===== config.mk =====
export PLATFORM = sky130hd
export DESIGN_NAME = cam_tx_scheduler_flat
export DESIGN_NICKNAME = d
export VERILOG_FILES = /design/src/rtl/cam_tx_scheduler_if.sv /design/src/rtl/cam_tx_scheduler.sv /design/src/flat_wrapper.sv
export SDC_FILE = /design/constraint.sdc
export NUM_CORES = 1
export LEC_CHECK = 0
export ABC_AREA = 1
export CAP_MARGIN = 5
export CORE_MARGIN = 2
export CORE_UTILIZATION = 55
export DETAILED_ROUTE_END_ITERATION = 8
export PLACE_DENSITY_LB_ADDON = 0.08
export REMOVE_ABC_BUFFERS = 1
export SLEW_MARGIN = 20
export SYNTH_ARGS = -nofsm -noshare
export SYNTH_HDL_FRONTEND = slang
export SYNTH_SLANG_ARGS = --single-unit

===== constraint.sdc =====
create_clock -name clk_i -period 3.9 [get_ports clk_i]
set_clock_uncertainty 0.15 [all_clocks]
set_input_delay 0.78 -clock clk_i [delete_from_list [all_inputs] [get_ports clk_i]]
set_output_delay 0.78 -clock clk_i [all_outputs]
set_load 0.005 [all_outputs]

===== src/rtl/cam_tx_scheduler_if.sv =====
// Requester and serializer bundle for cam_tx_scheduler.
// The DUT connects through slave. A driver or bench connects through master.
interface cam_tx_scheduler_if #(
  parameter int NUM_REQ    = 4,
  parameter int FIFO_DEPTH = 8,
  parameter int CNT_WIDTH  = 16
);
  logic [NUM_REQ-1:0]          req_valid_i;
  logic [NUM_REQ*32-1:0]       req_data_i;
  logic [NUM_REQ-1:0]          req_ready_o;
  logic                        ser_wr_o;
  logic [31:0]                 ser_data_o;
  logic                        ser_busy_i;
  logic [$clog2(FIFO_DEPTH):0] fifo_level_o;
  logic [CNT_WIDTH-1:0]        sent_count_o;

  modport master (
    output req_valid_i, req_data_i, ser_busy_i,
    input  req_ready_o, ser_wr_o, ser_data_o, fifo_level_o, sent_count_o
  );

  modport slave (
    input  req_valid_i, req_data_i, ser_busy_i,
    output req_ready_o, ser_wr_o, ser_data_o, fifo_level_o, sent_count_o
  );
endinterface


===== src/rtl/cam_tx_scheduler.sv =====
// Round-robin arbiter feeding a word FIFO, drained one word at a time into the nibble serializer.
// Define CAM_TX_TAG_EN to replace data[31:29] with the source requester index.
module cam_tx_scheduler #(
  parameter int NUM_REQ    = 4,
  parameter int FIFO_DEPTH = 8,
  parameter int CNT_WIDTH  = 16
) (
  input logic               clk_i,
  input logic               rst_n,
  cam_tx_scheduler_if.slave bus
);
  localparam int IDX_W = (NUM_REQ > 1) ? $clog2(NUM_REQ) : 1;
  localparam int PTR_W = $clog2(FIFO_DEPTH);
  localparam int LVL_W = PTR_W + 1;

  typedef enum logic [1:0] {IDLE, ISSUE, SETTLE, WAIT} state_t;

  state_t               state_reg;
  logic [IDX_W-1:0]     last_grant_reg;
  logic [PTR_W-1:0]     wr_ptr_reg;
  logic [PTR_W-1:0]     rd_ptr_reg;
  logic [LVL_W-1:0]     level_reg;
  logic                 ser_wr_reg;
  logic [31:0]          ser_data_reg;
  logic [CNT_WIDTH-1:0] sent_count_reg;
  logic [31:0]          mem [FIFO_DEPTH];

  logic [31:0]          req_word [NUM_REQ];
  logic                 grant_found;
  logic [IDX_W-1:0]     grant_idx;
  logic                 full;
  logic                 empty;
  logic                 push;
  logic                 pop;
  logic [31:0]          push_word;

  assign full  = (level_reg == LVL_W'(FIFO_DEPTH));
  assign empty = (level_reg == '0);
  assign push  = grant_found && !full;
  assign pop   = (state_reg == IDLE) && !empty && !bus.ser_busy_i;

  generate
    for (genvar gi = 0; gi < NUM_REQ; gi++) begin : g_req
      assign req_word[gi]       = bus.req_data_i[32*gi +: 32];
      assign bus.req_ready_o[gi] = push && (grant_idx == IDX_W'(gi));
    end
  endgenerate

  // Search starts just after the last winner, so every requester gets a turn.
  always_comb begin : arb
    logic [IDX_W-1:0] cand;
    grant_found = 1'b0;
    grant_idx   = '0;
    cand        = '0;
    for (int i = 1; i <= NUM_REQ; i++) begin
      cand = IDX_W'((int'(last_grant_reg) + i) % NUM_REQ);
      if (!grant_found && bus.req_valid_i[cand]) begin
        grant_found = 1'b1;
        grant_idx   = cand;
      end
    end
  end

`ifdef CAM_TX_TAG_EN
  assign push_word = {3'(grant_idx), req_word[grant_idx][28:0]};
`else
  assign push_word = req_word[grant_idx];
`endif

  always_ff @(posedge clk_i) begin
    if (push) begin
      mem[wr_ptr_reg] <= push_word;
    end
  end

  always_ff @(posedge clk_i or negedge rst_n) begin
    if (!rst_n) begin
      wr_ptr_reg     <= '0;
      rd_ptr_reg     <= '0;
      level_reg      <= '0;
      last_grant_reg <= IDX_W'(NUM_REQ - 1);
    end else begin
      if (push) begin
        wr_ptr_reg     <= wr_ptr_reg + PTR_W'(1);
        last_grant_reg <= grant_idx;
      end
      if (pop) begin
        rd_ptr_reg <= rd_ptr_reg + PTR_W'(1);
      end
      case ({push, pop})
        2'b10:   level_reg <= level_reg + LVL_W'(1);
        2'b01:   level_reg <= level_reg - LVL_W'(1);
        default: level_reg <= level_reg;
      endcase
    end
  end

  // SETTLE skips one busy sample because the serializer reports busy a cycle after the write.
  always_ff @(posedge clk_i or negedge rst_n) begin
    if (!rst_n) begin
      state_reg      <= IDLE;
      ser_wr_reg     <= 1'b0;
      ser_data_reg   <= '0;
      sent_count_reg <= '0;
    end else begin
      ser_wr_reg <= 1'b0;
      case (state_reg)
        IDLE: begin
          if (pop) begin
            state_reg      <= ISSUE;
            ser_wr_reg     <= 1'b1;
            ser_data_reg   <= mem[rd_ptr_reg];
            sent_count_reg <= sent_count_reg + CNT_WIDTH'(1);
          end
        end
        ISSUE:  state_reg <= SETTLE;
        SETTLE: state_reg <= WAIT;
        WAIT: begin
          if (!bus.ser_busy_i) begin
            state_reg <= IDLE;
          end
        end
        default: state_reg <= IDLE;
      endcase
    end
  end

  assign bus.ser_wr_o     = ser_wr_reg;
  assign bus.ser_data_o   = ser_data_reg;
  assign bus.fifo_level_o = level_reg;
  assign bus.sent_count_o = sent_count_reg;
endmodule

===== src/flat_wrapper.sv =====
// flat-port wrapper written by rule: the top's interface ports become plain ports
module cam_tx_scheduler_flat 
#(
  parameter int NUM_REQ    = 4,
  parameter int FIFO_DEPTH = 8,
  parameter int CNT_WIDTH  = 16
)
  (clk_i, rst_n, bus_req_valid_i, bus_req_data_i, bus_ser_busy_i, bus_req_ready_o, bus_ser_wr_o, bus_ser_data_o, bus_fifo_level_o, bus_sent_count_o);
  cam_tx_scheduler_if #(.NUM_REQ(NUM_REQ), .FIFO_DEPTH(FIFO_DEPTH), .CNT_WIDTH(CNT_WIDTH)) bus_i ();
  input logic clk_i;
  input logic rst_n;
  input wire logic [$bits(bus_i.req_valid_i)-1:0] bus_req_valid_i;
  input wire logic [$bits(bus_i.req_data_i)-1:0] bus_req_data_i;
  input wire logic [$bits(bus_i.ser_busy_i)-1:0] bus_ser_busy_i;
  output wire logic [$bits(bus_i.req_ready_o)-1:0] bus_req_ready_o;
  output wire logic [$bits(bus_i.ser_wr_o)-1:0] bus_ser_wr_o;
  output wire logic [$bits(bus_i.ser_data_o)-1:0] bus_ser_data_o;
  output wire logic [$bits(bus_i.fifo_level_o)-1:0] bus_fifo_level_o;
  output wire logic [$bits(bus_i.sent_count_o)-1:0] bus_sent_count_o;
  assign bus_i.req_valid_i = bus_req_valid_i;
  assign bus_i.req_data_i = bus_req_data_i;
  assign bus_i.ser_busy_i = bus_ser_busy_i;
  assign bus_req_ready_o = bus_i.req_ready_o;
  assign bus_ser_wr_o = bus_i.ser_wr_o;
  assign bus_ser_data_o = bus_i.ser_data_o;
  assign bus_fifo_level_o = bus_i.fifo_level_o;
  assign bus_sent_count_o = bus_i.sent_count_o;
  cam_tx_scheduler #(.NUM_REQ(NUM_REQ), .FIFO_DEPTH(FIFO_DEPTH), .CNT_WIDTH(CNT_WIDTH)) u_core (.clk_i(clk_i), .rst_n(rst_n), .bus(bus_i));
endmodule

## Word level (Yosys, flattened, before mapping)

Memories as Yosys holds them, arrays and structs flattened. A register that Yosys moved wholly into a read port is not among the register bits.
Cells that the tools add are included.

| storage, ports and cells | value |
|---|---|
| memories | 1 |
| output and inout bits | 57 |
| input bits | 135 |
| word-level logic and storage cells | 84 |
| bits in latches | 0 |
| bits in read-only memories | 0 |
| bits in writable memories | 256 |
| register bits after elaboration | 31 |

| cells by class | value |
|---|---|
| shift operators | 0 |
| add/subtract/negate cells | 9 |
| reduce and logical (&&, ||, !) cells | 23 |
| muxes and demuxes | 27 |
| equality and inequality tests | 11 |
| bitwise logic cells | 1 |
| magnitude comparators | 5 |
| divide/modulo/power cells | 0 |
| multipliers | 0 |

Memories:

| memory | words | width | rd ports | clocked after memory_dff | wr ports | RTL line | source |
|---|---|---|---|---|---|---|---|
| u_core.mem | 8 | 32 | 1 | 1 | 1 | cam_tx_scheduler.sv:26 | `logic [31:0] mem [FIFO_DEPTH];` |

Operators by type and width:

| operator | number |
|---|---|
| 32-bit binary-select mux with 2-bit select | 1 |
| 32-bit 2-to-1 mux | 2 |
| 16-bit by 1-bit adder with 16-bit output (second input constant) | 1 |
| 2-bit by 3-bit < comparator with 1-bit output (second input constant) | 4 |
| 1-bit 2-to-1 mux | 12 |
| 2-bit 2-to-1 mux | 6 |
| 2-bit == test (second input constant) | 5 |
| 1-bit logical AND | 10 |
| 1-bit binary-select mux with 2-bit select | 4 |
| 2-bit one-hot mux with 4 select lines | 1 |
| 4-bit one-hot mux with 2 select lines | 1 |
| 1-bit zero test | 7 |
| 3-bit by 1-bit adder with 3-bit output (second input constant) | 2 |
| 2-bit by 1-bit == test with 1-bit output (second input constant) | 3 |
| 2-bit by 1-bit adder with 2-bit output (second input constant) | 2 |
| 2-bit adder (second input constant) | 2 |
| 4-bit by 1-bit adder with 4-bit output (second input constant) | 1 |
| 4-bit == test (second input constant) | 1 |
| 2-bit zero test | 2 |
| 4-bit zero test | 1 |
| 2-bit AND reduction | 2 |
| 4-bit by 1-bit subtractor with 4-bit output (second input constant) | 1 |
| 3-bit greater-or-equal comparator (second input constant) | 1 |
| 2-bit NOT with 3-bit output | 1 |
| other kinds (3) | 3 |

## Logic depth before layout (Yosys ltp)

| depth | value |
|---|---|
| word-level depth | 17 |
| gate-level depth with buffers | 18 |
| depth with buffers taken out | 17 |

## Worst setup path before layout

No wires, ideal clock.

| timing path | value |
|---|---|
| path kind | input to register |
| from | input port bus_req_valid_i[2] |
| to | memory u_core.mem[0][0], enable pin |
| buffers on the path | 0 |
| setup time | 421 ps |
| setup slack | 305 ps |
| arrival | 3024 ps |
| data required time | 3329 ps |
| stages on the path | 9 |
| path through | inv_1 -> nand2_1 -> nand2_1 -> nor2_1 -> nor2_1 -> nand3_4 -> nand2_1 -> or2_2 -> nor2_1 |

| on the way | value |
|---|---|
| longest elaborated chain between the ends | 15 |
| elaborated cells on any way between the ends | 21 |
| classes of those cells | 14 x mux; 7 x reduce/logical |

RTL lines:

| item | RTL line | source |
|---|---|---|
| start, declared | flat_wrapper.sv:12 | `input wire logic [$bits(bus_i.req_valid_i)-1:0] bus_req_valid_i;` |
| 1-bit binary-select mux with 2-bit select | cam_tx_scheduler.sv:57 | `if (!grant_found && bus.req_valid_i[cand]) begin` |
| 1-bit 2-to-1 mux (implied by the code) | cam_tx_scheduler.sv:57 |  |
| 1-bit 2-to-1 mux | cam_tx_scheduler.sv:57 |  |
| 1-bit zero test | cam_tx_scheduler.sv:57 |  |
| 1-bit logical AND | cam_tx_scheduler.sv:57 |  |
| 1-bit 2-to-1 mux | cam_tx_scheduler.sv:57 |  |
| 1-bit zero test | cam_tx_scheduler.sv:57 |  |
| 1-bit logical AND | cam_tx_scheduler.sv:57 |  |
| 1-bit 2-to-1 mux | cam_tx_scheduler.sv:57 |  |
| 1-bit zero test | cam_tx_scheduler.sv:57 |  |
| 1-bit logical AND | cam_tx_scheduler.sv:57 |  |
| 1-bit 2-to-1 mux (*) | cam_tx_scheduler.sv:57 |  |
| 1-bit logical AND (*) | cam_tx_scheduler.sv:39 | `assign push = grant_found && !full;` |
| 1-bit 2-to-1 mux (*) | cam_tx_scheduler.sv:71 | `if (push) begin` |
| 1-bit 2-to-1 mux (implied by the code) (*) | cam_tx_scheduler.sv:72 | `mem[wr_ptr_reg] <= push_word;` |
| end, declared | cam_tx_scheduler.sv:26 |  |

Every way passes the cells marked *; elsewhere a longest branch is shown, timed or not. The select of a mux whose other input is x is not followed.

## Worst setup path in the final report

| timing path | value |
|---|---|
| from | register u_core.last_grant_reg[0] |
| to | output port bus_req_ready_o[2] |

| on the way | value |
|---|---|
| longest elaborated chain between the ends | 15 |
| elaborated cells on any way between the ends | 29 |
| classes of those cells | 4 x add/sub; 1 x eq/ne; 16 x mux; 8 x reduce/logical |

RTL lines:

| item | RTL line | source |
|---|---|---|
| start, declared | cam_tx_scheduler.sv:19 | `logic [IDX_W-1:0] last_grant_reg;` |
| start signal, assigned | cam_tx_scheduler.sv:81 | `last_grant_reg <= IDX_W'(NUM_REQ - 1);` |
| start signal, assigned | cam_tx_scheduler.sv:85 | `last_grant_reg <= grant_idx;` |
| 2-bit by 1-bit adder with 2-bit output | cam_tx_scheduler.sv:56 | `cand = IDX_W'((int'(last_grant_reg) + i) % NUM_REQ);` |
| 1-bit binary-select mux with 2-bit select | cam_tx_scheduler.sv:57 |  |
| 1-bit 2-to-1 mux (implied by the code) | cam_tx_scheduler.sv:57 |  |
| 1-bit 2-to-1 mux | cam_tx_scheduler.sv:57 |  |
| 1-bit zero test | cam_tx_scheduler.sv:57 |  |
| 1-bit logical AND | cam_tx_scheduler.sv:57 |  |
| 1-bit 2-to-1 mux | cam_tx_scheduler.sv:57 |  |
| 1-bit zero test | cam_tx_scheduler.sv:57 |  |
| 1-bit logical AND | cam_tx_scheduler.sv:57 |  |
| 1-bit 2-to-1 mux | cam_tx_scheduler.sv:57 |  |
| 1-bit zero test | cam_tx_scheduler.sv:57 |  |
| 1-bit logical AND | cam_tx_scheduler.sv:57 |  |
| 2-bit 2-to-1 mux or 1-bit 2-to-1 mux (tied branches) | cam_tx_scheduler.sv:57 |  |
| 2-bit == test or 1-bit logical AND (tied branches) | cam_tx_scheduler.sv:45, cam_tx_scheduler.sv:39 |  |
| 1-bit logical AND (*) | cam_tx_scheduler.sv:45 | `assign bus.req_ready_o[gi] = push && (grant_idx == IDX_W'(gi));` |
| end, declared | flat_wrapper.sv:15 | `output wire logic [$bits(bus_i.req_ready_o)-1:0] bus_req_ready_o;` |

Marked as above.

==> flow_metrics.py <==
metrics = {
    "outcome": {
        "status": "completed",
    },
    "synth": {
        "ys_seq_elements": 319,
        "synth-edff-count": 256,
        "synth_sequential_area_ratio_pct": 65.6,
        "synth.area.top_cells": "sky130_fd_sc_hd__edfxtp_1 (54%), sky130_fd_sc_hd__dfrtp_1 (11%), sky130_fd_sc_hd__nand2_1 (9.0%), sky130_fd_sc_hd__o21ai_0 (5.6%), sky130_fd_sc_hd__nor2_1 (4.3%)",
        "async_reset_ff_share_pct": 19.7,
        "yosys_most_used_dff": "sky130_fd_sc_hd__edfxtp_1",
        "synth.yosys.warnings": 0,
        "synth_cells": 1327,
        "netlist_cell_types": 34,
        "yosysTopAreaCell": "sky130_fd_sc_hd__edfxtp_1",
        "synth_top_area_share_pct": 54.4,
        "synth.cell_area_um2": 14100,
        "avgSynthCellArea_um2": 10.7,
    },
    "route": {
        "routed_wire_length_per_instance_um": 18.4,
        "routed_wirelength_um": 33900,
        "drt_pre_antenna_iters": 5,
        "antenna_left": 0,
        "viasPerCell": 5.68,
        "remaining_drc_errors": 0,
        "vias": 10500,
        "detailedRoute.firstIterationViolations": 839,
    },
    "clock_tree": {
        "tritoncts_num_sinks": 319,
        "clock_latency_ns": 0.55,
        "tritoncts_buffers": 31,
        "cts.repair_timing.setup_buffer_count": 0,
        "clock_tree.htree_level_count": 1,
        "tritoncts": "built",
        "clkTransAtPathRegs_ns": 0.06,
        "cts_hold_repair.buffers": 0,
        "clockRootBuffer": "sky130_fd_sc_hd__clkbuf_16",
        "clock_path_buffers": 3,
        "ctsResizeCount": 0,
    },
    "sta": {
        "post-route-period-util_pct": 92.8,
        "timing_hold_violations_final": 0,
        "fin_ws_ns": 0.283,
        "max_slew.worst_pin.slew_ns": 0.973,
        "timing.fmax_ghz": 0.276,
        "rsz0062_at_grt": "no",
        "slew_headroom_pct": 35.1,
        "final-max-slew-violation-count": 0,
        "finalHoldWorstSlack_ns": 0.211,
        "finalSetupViolations": 0,
        "timing.final.crit_period_ns": 3.62,
    },
    "global_route": {
        "grt_antenna_before_repair": 0,
        "gr-usage-met3_pct": 3.08,
        "maximum_number_of_pins_on_one_net_before_global_route_repair": 97,
        "grt_first_pass_wirelength_um": 53000,
        "grt.busiest_layer": "met2",
        "globalRouteOverflowTotal": 0,
        "grt_util_met2_pct": 44.0,
        "first_global_vias": 10000,
        "gr-usage-met1_pct": 34.4,
        "grtUsageTotal_pct": 25.5,
    },
    "worst_hold_path": {
        "min-delay-path-class": "in2async",
    },
    "die": {
        "initial_core_util_pct": 56.1,
        "design.core.area_um2": 25200,
        "die_width_um": 164,
        "design.die.area_um2": 27000,
        "io-pin-count": 192,
        "fp.dieH_um": 164,
        "num_rows": 58,
    },
    "power_and_ir_drop": {
        "power-per-cell-area_nw_per_um2": 1050,
        "power_leakage_nw": 6.72,
        "power.ir.vdd_worst_uv": 1910,
        "report.power.total_w": 0.0183,
    },
    "final_layout": {
        "area_growth_syn_to_layout_pct": 23.1,
        "multiInputGateArea_um2": 4340,
        "number_of_antenna_repair_diodes": 0,
        "registers.top_by_ff_count": "u_core.mem",
        "largest_register_ff_count": 256,
        "final-seq-area_um2": 9270,
        "filler_cell_count": 1877,
        "layout.cells.non_filler": 1845,
        "design.final.nets": 1636,
        "drive_above_1_share_pct": 7.59,
        "final_design_area_no_fill_um2": 17400,
    },
    "setup_path": {
        "cp-end-kind": "output port",
        "timing.critical_path.from": "u_core.last_grant_reg[0]$_DFFE_PN1P_",
        "worst_setup_path_start_kind": "flip-flop",
        "timing.critical_path.arrival_ns": 2.69,
        "cpPeakStageDelay_ns": 0.65,
        "reg2reg_setup_slack_ns": 1.07,
        "rr_startpoint": "u_core.last_grant_reg[0]$_DFFE_PN1P_",
        "timing.critical_path.mode_cell": "sky130_fd_sc_hd__nand2_1",
        "timing.critical_path.fanout_max": 9,
        "worstSetupPathType": "reg2out",
        "critical_path_slowest_stage_cell": "sky130_fd_sc_hd__dfstp_2",
        "cp_data_required_time_ns": 2.97,
        "critical_path.cell_chain": "inv_4 > nand2_1 > nand2_1 > nand2_2 > nand2_2 > nor2_4 > nand3_1 > nand3_2 > nand2_1 > nor2_1 > clkdlybuf4s50_1",
    },
    "placed_design": {
        "numPortBuffers": 191,
        "dp_slack_ns": 0.306,
        "dp_cells": 1788,
        "dp_hpwl_um": 19200,
        "gp_routability_congestion": 0.828,
        "placedInstanceArea_um2": 16400,
    },
    "flow_run": {
        "drv_cap": 0,
    },
}
## metrics by stage
step / util [%] / TNS [ns]
after global routing: 69.1 / 0
after floorplan: - / -61.48
after global placement: 65.0 / 0
after CTS: 69.1 / 0
after detailed placement: 65.0 / 0
final: 69.1 / 0
## critical path: cells and delay by family, from the launching register on
family	cells	cell delay, ns
buffers and inverters	2	0.60
DFF	1	0.65
and+or+nand+nor	9	0.88
## Yosys cell counts (20+ instances only)
| master | number |
|---|---|
| sky130_fd_sc_hd__edfxtp_1 | 256 |
| sky130_fd_sc_hd__nand2_1 | 340 |
| sky130_fd_sc_hd__o21ai_0 | 158 |
| sky130_fd_sc_hd__dfrtp_1 | 61 |
| sky130_fd_sc_hd__nand4_1 | 65 |
| sky130_fd_sc_hd__inv_1 | 28 |
| sky130_fd_sc_hd__o22ai_1 | 20 |
| sky130_fd_sc_hd__nand3_1 | 38 |
| sky130_fd_sc_hd__clkbuf_1 | 49 |
| sky130_fd_sc_hd__buf_2 | 22 |
| sky130_fd_sc_hd__nor2_1 | 163 |
| sky130_fd_sc_hd__o221ai_1 | 44 |
## cell type report
class | instances | area share [%]
Sequential cell | 319 | 53.3
Multi-Input combinational cell | 884 | 24.9
Timing Repair Buffer | 222 | 12.7
Clock buffer | 43 | 5.06
Tap cell | 330 | 2.37
Clock inverter | 14 | 0.956
Inverter | 33 | 0.748
## layer usage
| layer | wire (um) | vias up |
|---|---|---|
| met4 | 680 | 0 |
| met1 | 14200 | 5096 |
| li1 | - | 5009 |
| met5 | 0 | - |
| met2 | 17000 | 329 |
| met3 | 2060 | 52 |
## path summary, 6_finish.rpt
check                                                        end  cells after the start
setup / recovery                              bus_req_ready_o[2]                     11
hold / removal             u_core.bus.ser_data_o[19]$_DFFE_PN0P_                      1
setup reg to reg                      u_core.mem[3][4]$_DFFE_PP_                     13
hold reg to reg             u_core.bus.ser_data_o[0]$_DFFE_PN0P_                      2
max in group asynchronous       u_core.rd_ptr_reg[0]$_DFFE_PN0P_                      1
min in group clk_i          u_core.bus.ser_data_o[0]$_DFFE_PN0P_                      2
## placed cells by master (no fill, tap or decap), drive strengths merged, types with 15 or more instances in the layout
| cell | netlist | routed |
|---|---|---|
| xor2 | 15 | 15 |
| nor2 | 164 | 164 |
| edfxtp | 256 | 256 |
| nand2 | 348 | 348 |
| o21ai | 158 | 158 |
| dfrtp | 61 | 61 |
| clkbuf | 51 | 43 |
| nand4 | 65 | 65 |
| buf | 40 | 32 |
| o221ai | 44 | 44 |
| o22ai | 20 | 20 |
| inv | 33 | 32 |
| nand3 | 42 | 42 |
| clkdlybuf4s50 | 0 | 190 |
## logic make-up after synthesis
logic type	synth area share, %
xor+xnor	1.30
compound gates	9.33
buf+inv	4.22
fa+ha+maj	0.885
simple gates	18.7
flops	65.6
## power by group
| part | internal (W) | switching [W] |
|---|---|---|
| Clock | 0.00183 | 0.00120 |
| Sequential | 0.00667 | 0.000585 |
| Combinational | 0.00243 | 0.00557 |
| Total | 0.0109 | 0.00735 |
Note: power is estimated with default switching activity, not from simulation.
